==> config.mk <==
export PLATFORM = sky130hd
export DESIGN_NAME = alu_arbiter_flat
export DESIGN_NICKNAME = d
export VERILOG_FILES = /design/src/rtl/alu_arbiter_if.sv /design/src/rtl/alu_arbiter.sv /design/src/flat_wrapper.sv
export SDC_FILE = /design/constraint.sdc
export NUM_CORES = 1
export LEC_CHECK = 0
export ABC_AREA = 1
export BUFFER_PORTS_ARGS = -buffer_cell sky130_fd_sc_hd__clkbuf_2
export CAP_MARGIN = 20
export CORE_MARGIN = 3
export CORE_UTILIZATION = 41
export CTS_BUF_LIST = sky130_fd_sc_hd__clkbuf_16
export CTS_CLUSTER_DIAMETER = 50
export DETAILED_ROUTE_END_ITERATION = 7
export PLACE_DENSITY = 0.79
export SYNTH_ARGS = -nofsm -noshare
export SYNTH_HDL_FRONTEND = slang
export SYNTH_SLANG_ARGS = --single-unit
==> constraint.sdc <==
create_clock -name sysclk -period 1.3 [get_ports sysclk]
set_clock_uncertainty 0.15 [all_clocks]
set_input_delay 0.195 -clock sysclk [delete_from_list [all_inputs] [get_ports sysclk]]
set_output_delay 0.195 -clock sysclk [all_outputs]
set_load 0.03 [all_outputs]
==> src/rtl/alu_arbiter_if.sv <==
// Bundle of requester, ALU and response signals between the operation sources,
// the shared ALU and alu_arbiter. The arbiter uses the slave modport.
interface alu_arbiter_if;
  logic       rq0_valid;
  logic [7:0] rq0_a;
  logic [7:0] rq0_b;
  logic [2:0] rq0_imm;
  logic       rq0_op;
  logic       rq0_ready;

  logic       rq1_valid;
  logic [7:0] rq1_a;
  logic [7:0] rq1_b;
  logic [2:0] rq1_imm;
  logic       rq1_op;
  logic       rq1_ready;

  logic [7:0] alu_a;
  logic [7:0] alu_b;
  logic [2:0] alu_imm;
  logic       alu_opcode;
  logic [7:0] alu_result;

  logic       rsp_valid;
  logic       rsp_id;
  logic [7:0] rsp_data;
  logic       rsp_ready;
  logic       busy;

  modport slave (
    input  rq0_valid, rq0_a, rq0_b, rq0_imm, rq0_op,
    output rq0_ready,
    input  rq1_valid, rq1_a, rq1_b, rq1_imm, rq1_op,
    output rq1_ready,
    output alu_a, alu_b, alu_imm, alu_opcode,
    input  alu_result,
    output rsp_valid, rsp_id, rsp_data,
    input  rsp_ready,
    output busy
  );

  modport master (
    output rq0_valid, rq0_a, rq0_b, rq0_imm, rq0_op,
    input  rq0_ready,
    output rq1_valid, rq1_a, rq1_b, rq1_imm, rq1_op,
    input  rq1_ready,
    input  alu_a, alu_b, alu_imm, alu_opcode,
    output alu_result,
    input  rsp_valid, rsp_id, rsp_data,
    output rsp_ready,
    input  busy
  );
endinterface

==> src/rtl/alu_arbiter.sv <==
// Two-requester arbiter/sequencer in front of a registered one-cycle ALU.
// Define ALU_ARB_FIXED_PRIO_EN for fixed priority (requester 0 wins ties).
module alu_arbiter (
  input  logic         sysclk,
  input  logic         reset,
  alu_arbiter_if.slave bus
);

  typedef enum logic [1:0] {IDLE, EXEC, WAIT, RESP} state_t;

  state_t state;
  state_t next_state;
  logic   last_grant;
  logic   grant_id;
  logic   accept;

  always_comb begin
    // NOTE: default every combinational output first so no path infers a latch.
    grant_id = 1'b0;
    if (bus.rq0_valid && bus.rq1_valid) begin
`ifdef ALU_ARB_FIXED_PRIO_EN
      grant_id = 1'b0;
`else
      grant_id = ~last_grant;
`endif
    end else if (bus.rq1_valid) begin
      grant_id = 1'b1;
    end
  end

  assign accept = (state == IDLE) && (bus.rq0_valid || bus.rq1_valid);

  always_ff @(posedge sysclk or posedge reset) begin
    // NOTE: sequential state uses non-blocking assignments so every register
    // samples pre-edge values regardless of process ordering.
    if (reset) state <= IDLE;
    else       state <= next_state;
  end

  always_comb begin
    next_state = state;
    case (state)
      IDLE:    if (accept) next_state = EXEC;
      EXEC:    next_state = WAIT;
      WAIT:    next_state = RESP;
      RESP:    if (bus.rsp_ready) next_state = IDLE;
      default: next_state = IDLE;
    endcase
  end

  always_comb begin
    bus.rq0_ready = 1'b0;
    bus.rq1_ready = 1'b0;
    bus.busy      = (state != IDLE);
    if (state == IDLE) begin
      bus.rq0_ready = bus.rq0_valid && !grant_id;
      bus.rq1_ready = bus.rq1_valid &&  grant_id;
    end
  end

  // The ALU samples alu_* on the EXEC->WAIT edge; its result is valid in WAIT.
  always_ff @(posedge sysclk or posedge reset) begin
    if (reset) begin
      bus.alu_a      <= '0;
      bus.alu_b      <= '0;
      bus.alu_imm    <= '0;
      bus.alu_opcode <= 1'b0;
      bus.rsp_valid  <= 1'b0;
      bus.rsp_id     <= 1'b0;
      bus.rsp_data   <= '0;
      last_grant     <= 1'b1;
    end else begin
      if (accept) begin
        bus.alu_a      <= grant_id ? bus.rq1_a   : bus.rq0_a;
        bus.alu_b      <= grant_id ? bus.rq1_b   : bus.rq0_b;
        bus.alu_imm    <= grant_id ? bus.rq1_imm : bus.rq0_imm;
        bus.alu_opcode <= grant_id ? bus.rq1_op  : bus.rq0_op;
        bus.rsp_id     <= grant_id;
        last_grant     <= grant_id;
      end
      if (state == WAIT) begin
        bus.rsp_data  <= bus.alu_result;
        bus.rsp_valid <= 1'b1;
      end else if (state == RESP && bus.rsp_ready) begin
        bus.rsp_valid <= 1'b0;
      end
    end
  end

endmodule

==> src/flat_wrapper.sv <==
// flat-port wrapper written by rule: the top's interface ports become plain ports
module alu_arbiter_flat 
  (sysclk, reset, bus_rq0_valid, bus_rq0_a, bus_rq0_b, bus_rq0_imm, bus_rq0_op, bus_rq0_ready, bus_rq1_valid, bus_rq1_a, bus_rq1_b, bus_rq1_imm, bus_rq1_op, bus_rq1_ready, bus_alu_a, bus_alu_b, bus_alu_imm, bus_alu_opcode, bus_alu_result, bus_rsp_valid, bus_rsp_id, bus_rsp_data, bus_rsp_ready, bus_busy);
  alu_arbiter_if bus_i ();
  input  logic sysclk;
  input  logic reset;
  input wire logic [$bits(bus_i.rq0_valid)-1:0] bus_rq0_valid;
  input wire logic [$bits(bus_i.rq0_a)-1:0] bus_rq0_a;
  input wire logic [$bits(bus_i.rq0_b)-1:0] bus_rq0_b;
  input wire logic [$bits(bus_i.rq0_imm)-1:0] bus_rq0_imm;
  input wire logic [$bits(bus_i.rq0_op)-1:0] bus_rq0_op;
  output wire logic [$bits(bus_i.rq0_ready)-1:0] bus_rq0_ready;
  input wire logic [$bits(bus_i.rq1_valid)-1:0] bus_rq1_valid;
  input wire logic [$bits(bus_i.rq1_a)-1:0] bus_rq1_a;
  input wire logic [$bits(bus_i.rq1_b)-1:0] bus_rq1_b;
  input wire logic [$bits(bus_i.rq1_imm)-1:0] bus_rq1_imm;
  input wire logic [$bits(bus_i.rq1_op)-1:0] bus_rq1_op;
  output wire logic [$bits(bus_i.rq1_ready)-1:0] bus_rq1_ready;
  output wire logic [$bits(bus_i.alu_a)-1:0] bus_alu_a;
  output wire logic [$bits(bus_i.alu_b)-1:0] bus_alu_b;
  output wire logic [$bits(bus_i.alu_imm)-1:0] bus_alu_imm;
  output wire logic [$bits(bus_i.alu_opcode)-1:0] bus_alu_opcode;
  input wire logic [$bits(bus_i.alu_result)-1:0] bus_alu_result;
  output wire logic [$bits(bus_i.rsp_valid)-1:0] bus_rsp_valid;
  output wire logic [$bits(bus_i.rsp_id)-1:0] bus_rsp_id;
  output wire logic [$bits(bus_i.rsp_data)-1:0] bus_rsp_data;
  input wire logic [$bits(bus_i.rsp_ready)-1:0] bus_rsp_ready;
  output wire logic [$bits(bus_i.busy)-1:0] bus_busy;
  assign bus_i.rq0_valid = bus_rq0_valid;
  assign bus_i.rq0_a = bus_rq0_a;
  assign bus_i.rq0_b = bus_rq0_b;
  assign bus_i.rq0_imm = bus_rq0_imm;
  assign bus_i.rq0_op = bus_rq0_op;
  assign bus_rq0_ready = bus_i.rq0_ready;
  assign bus_i.rq1_valid = bus_rq1_valid;
  assign bus_i.rq1_a = bus_rq1_a;
  assign bus_i.rq1_b = bus_rq1_b;
  assign bus_i.rq1_imm = bus_rq1_imm;
  assign bus_i.rq1_op = bus_rq1_op;
  assign bus_rq1_ready = bus_i.rq1_ready;
  assign bus_alu_a = bus_i.alu_a;
  assign bus_alu_b = bus_i.alu_b;
  assign bus_alu_imm = bus_i.alu_imm;
  assign bus_alu_opcode = bus_i.alu_opcode;
  assign bus_i.alu_result = bus_alu_result;
  assign bus_rsp_valid = bus_i.rsp_valid;
  assign bus_rsp_id = bus_i.rsp_id;
  assign bus_rsp_data = bus_i.rsp_data;
  assign bus_i.rsp_ready = bus_rsp_ready;
  assign bus_busy = bus_i.busy;
  alu_arbiter u_core (.sysclk(sysclk), .reset(reset), .bus(bus_i));
endmodule
==> impl_metrics.ini <==
[run_status]
status = complete, but fails checks
failed_checks = negative setup slack

[synth]
yosysUniqueCellTypes = 14
synth_area_leaders = dfrtp_1 (46%), nand2_1 (22%), nand3_1 (12%), inv_1 (10%), ha_1 (2.9%)
ys_ff_latch = 33
syn_nets = 301
mappedNetlistArea_um2 = 1730
yosysWarnings = 0
ys_seq_area_share_pct = 47.7
yosysTopAreaCellShare_pct = 46.2
avgSynthCellArea_um2 = 7.11
synthCells = 244
synth_top_area_cell = dfrtp_1

[timing]
maxSlewHeadroom_pct = 84.0
final.setup.tns_ns = -6.95
setup_violations = 35
rsz0062_at_grt = yes
fmax_mhz = 617
setup_slack_ns = -0.321
worst_pin_slew_ns = 0.239
timing.final.crit_share_pct = 125
slew_viol_final = 0
hold_violations = 0
whs_ns = 0.0771
period_needed_ns = 1.62

[critical_path]
worst-path-max-fanout = 4
worstPathArrival_ns = 1.28
crit_path_end_kind = output pin
worstSetupStartpointType = register
worstPathBufferInverterCount = 4
cpLargestDelayFamily = buffers and inverters
required_ns = 0.95
cpPeakStageDelay_ns = 0.39
crit_path_top_delay_cell = dfrtp_1
path_cells = inv_2 -> ha_4 -> inv_8 -> buf_4 -> clkbuf_16
critical_path_class = register to output pin

[routing]
ant_nets = 0
vias = 1986
drt_iter0_markers = 171
drt-total-wl_um = 5550
drc_errors = 0
wl_per_cell_um = 13.4
firstDrtPassIters = 4
viasPerCell = 4.81

[grt]
grt_overflow = 0
grt_pass1_wl_um = 8980
antenna_found_initial = 0
met2_usage_pct = 40.7
use_met1_pct = 25.8
grt_pass1_vias = 1991
grt_max_degree = 34
track_usage_pct = 22.6
grt-busiest-layer = met2
met3_usage_pct = 5.11

[layout]
drive_above_1_share_pct = 48.5
design_area_um2 = 3040
final_common_cell = clkbuf_2
num_antenna_cells = 0
syn_to_final_growth_pct = 75.0
fin_nets = 419
layout_common_cells = clkbuf_2 (82), nand2_1 (81), inv_1 (43), dfrtp_1 (32), nand3_1 (21)

[die]
die_y_um = 71.0
io_pins = 86
die_w_um = 71.0
die_area_um2 = 5050
placeableCoreArea_um2 = 4030
start_util_pct = 43.0
rows = 23

[power_and_ir_drop]
vdd_ir_drop_max_mv = 1.64
total_leakage_power_nw = 1.77
powerDensity_nw_per_um2 = 2470

[clocking]
cts_max_level = 2
clkTransAtPathRegs_ns = 0.05
cts_sinks = 33
cts_tree = built
cts_root_buf = clkbuf_16
numCtsBuffers = 5
clk_latency_ns = 0.27
cts_buffer_depth = 2

[placement]
placed_area_um2 = 2400
dp_hpwl_um = 3400
port-buffer-count = 85
gp_congestion = 0.833

[min_path]
min_path_type = input pin to register

[run]
cap_violations = 0
## cells in the mapped netlist (all sizes together)
cell / number
buf: 11
or2: 1
dfstp: 1
ha: 4
dfrtp: 32
nand2: 101
clkinv: 1
inv: 47
nand3: 42
nor2: 4
## sequential cells by signal, indices dropped and copies added, names as in the netlist
name / count
u_core.bus.rsp_id: 1
u_core.bus.alu_imm: 3
u_core.bus.rsp_valid: 1
u_core.bus.alu_opcode: 1
u_core.bus.rsp_data: 8
u_core.state: 2
u_core.bus.alu_a: 8
u_core.last_grant: 1
u_core.bus.alu_b: 8
## through the flow
step | instances | util [%] | power, mW | setup slack [ns]
5_1_grt | 413 | 75.3 | 7.99 | -0.358
2_1_floorplan | 244 | - | 4.27 | -0.0868
3_5_place_dp | 385 | 59.5 | 5.29 | -0.135
6_report | 413 | 75.3 | 7.51 | -0.321
3_3_place_gp | 385 | 59.5 | 5.17 | -0.0712
4_1_cts | 411 | 72.5 | 7.14 | -0.310
## cells by family after synthesis
group / Yosys count / share of synthesized area (%)
buffers and inverters: 59 / 14.1
adders and majority gates: 4 / 2.89
and+or+nand+nor: 148 / 35.4
DFF: 33 / 47.7
## report_power, final
group | total [mW] | internal (mW) | leakage, nW | switching, mW
sequential | 1.90 | 1.57 | 0.398 | 0.331
clock | 1.12 | 0.700 | 0.0696 | 0.418
combinational | 4.50 | 1.74 | 1.30 | 2.76
total | 7.51 | 4.01 | 1.77 | 3.50
## worst min-delay path: cells and delay by family
kind	cells	cell delay [ns]
buffers and inverters	2	0.12
and+or+nand+nor	3	0.15
## routing by layer
metal,part of all wire [%],vias to the layer above
met2,55,79
met3,6.9,12
li1,-,960
met4,2.0,0
met5,0,-
met1,37,935
## layout make-up
class,count,area [um2]
Fill cell,304,993
Inverter,48,203
Clock inverter,3,17.5
Clock buffer,5,125
Sequential cell,33,827
Timing Repair Buffer,120,845
Tap cell,50,62.6
Multi-Input combinational cell,152,928
Timing Repair inverter,2,27.5
## final timing paths
kind / startpoint / to / slack (ns) / cells after the start
worst min-delay path: bus_rq0_a[7] / u_core.bus.alu_a[7] / 0.08 / 5
min in group asynchronous: reset / u_core.bus.alu_a[7] / 0.33 / 4
worst max-delay path: u_core.state[1] / bus_busy / -0.32 / 5
max in group asynchronous: reset / u_core.last_grant / 0.41 / 4
worst max register to register: u_core.state[1] / u_core.bus.alu_b[3] / -0.28 / 9
worst min register to register: u_core.bus.alu_b[4] / u_core.bus.alu_b[4] / 0.33 / 2
## repair_timing
item | 4_1_cts | 5_1_grt
setup endpoints to repair | 36 | 35
hold endpoints to repair | 40 | 0
hold buffers | 9 | 0
gates resized for setup | 52 | 29
gates cloned | 3 | 0
setup buffers | 7 | 3
pin swaps | 45 | 15
Power figures use the tool's default switching activity.
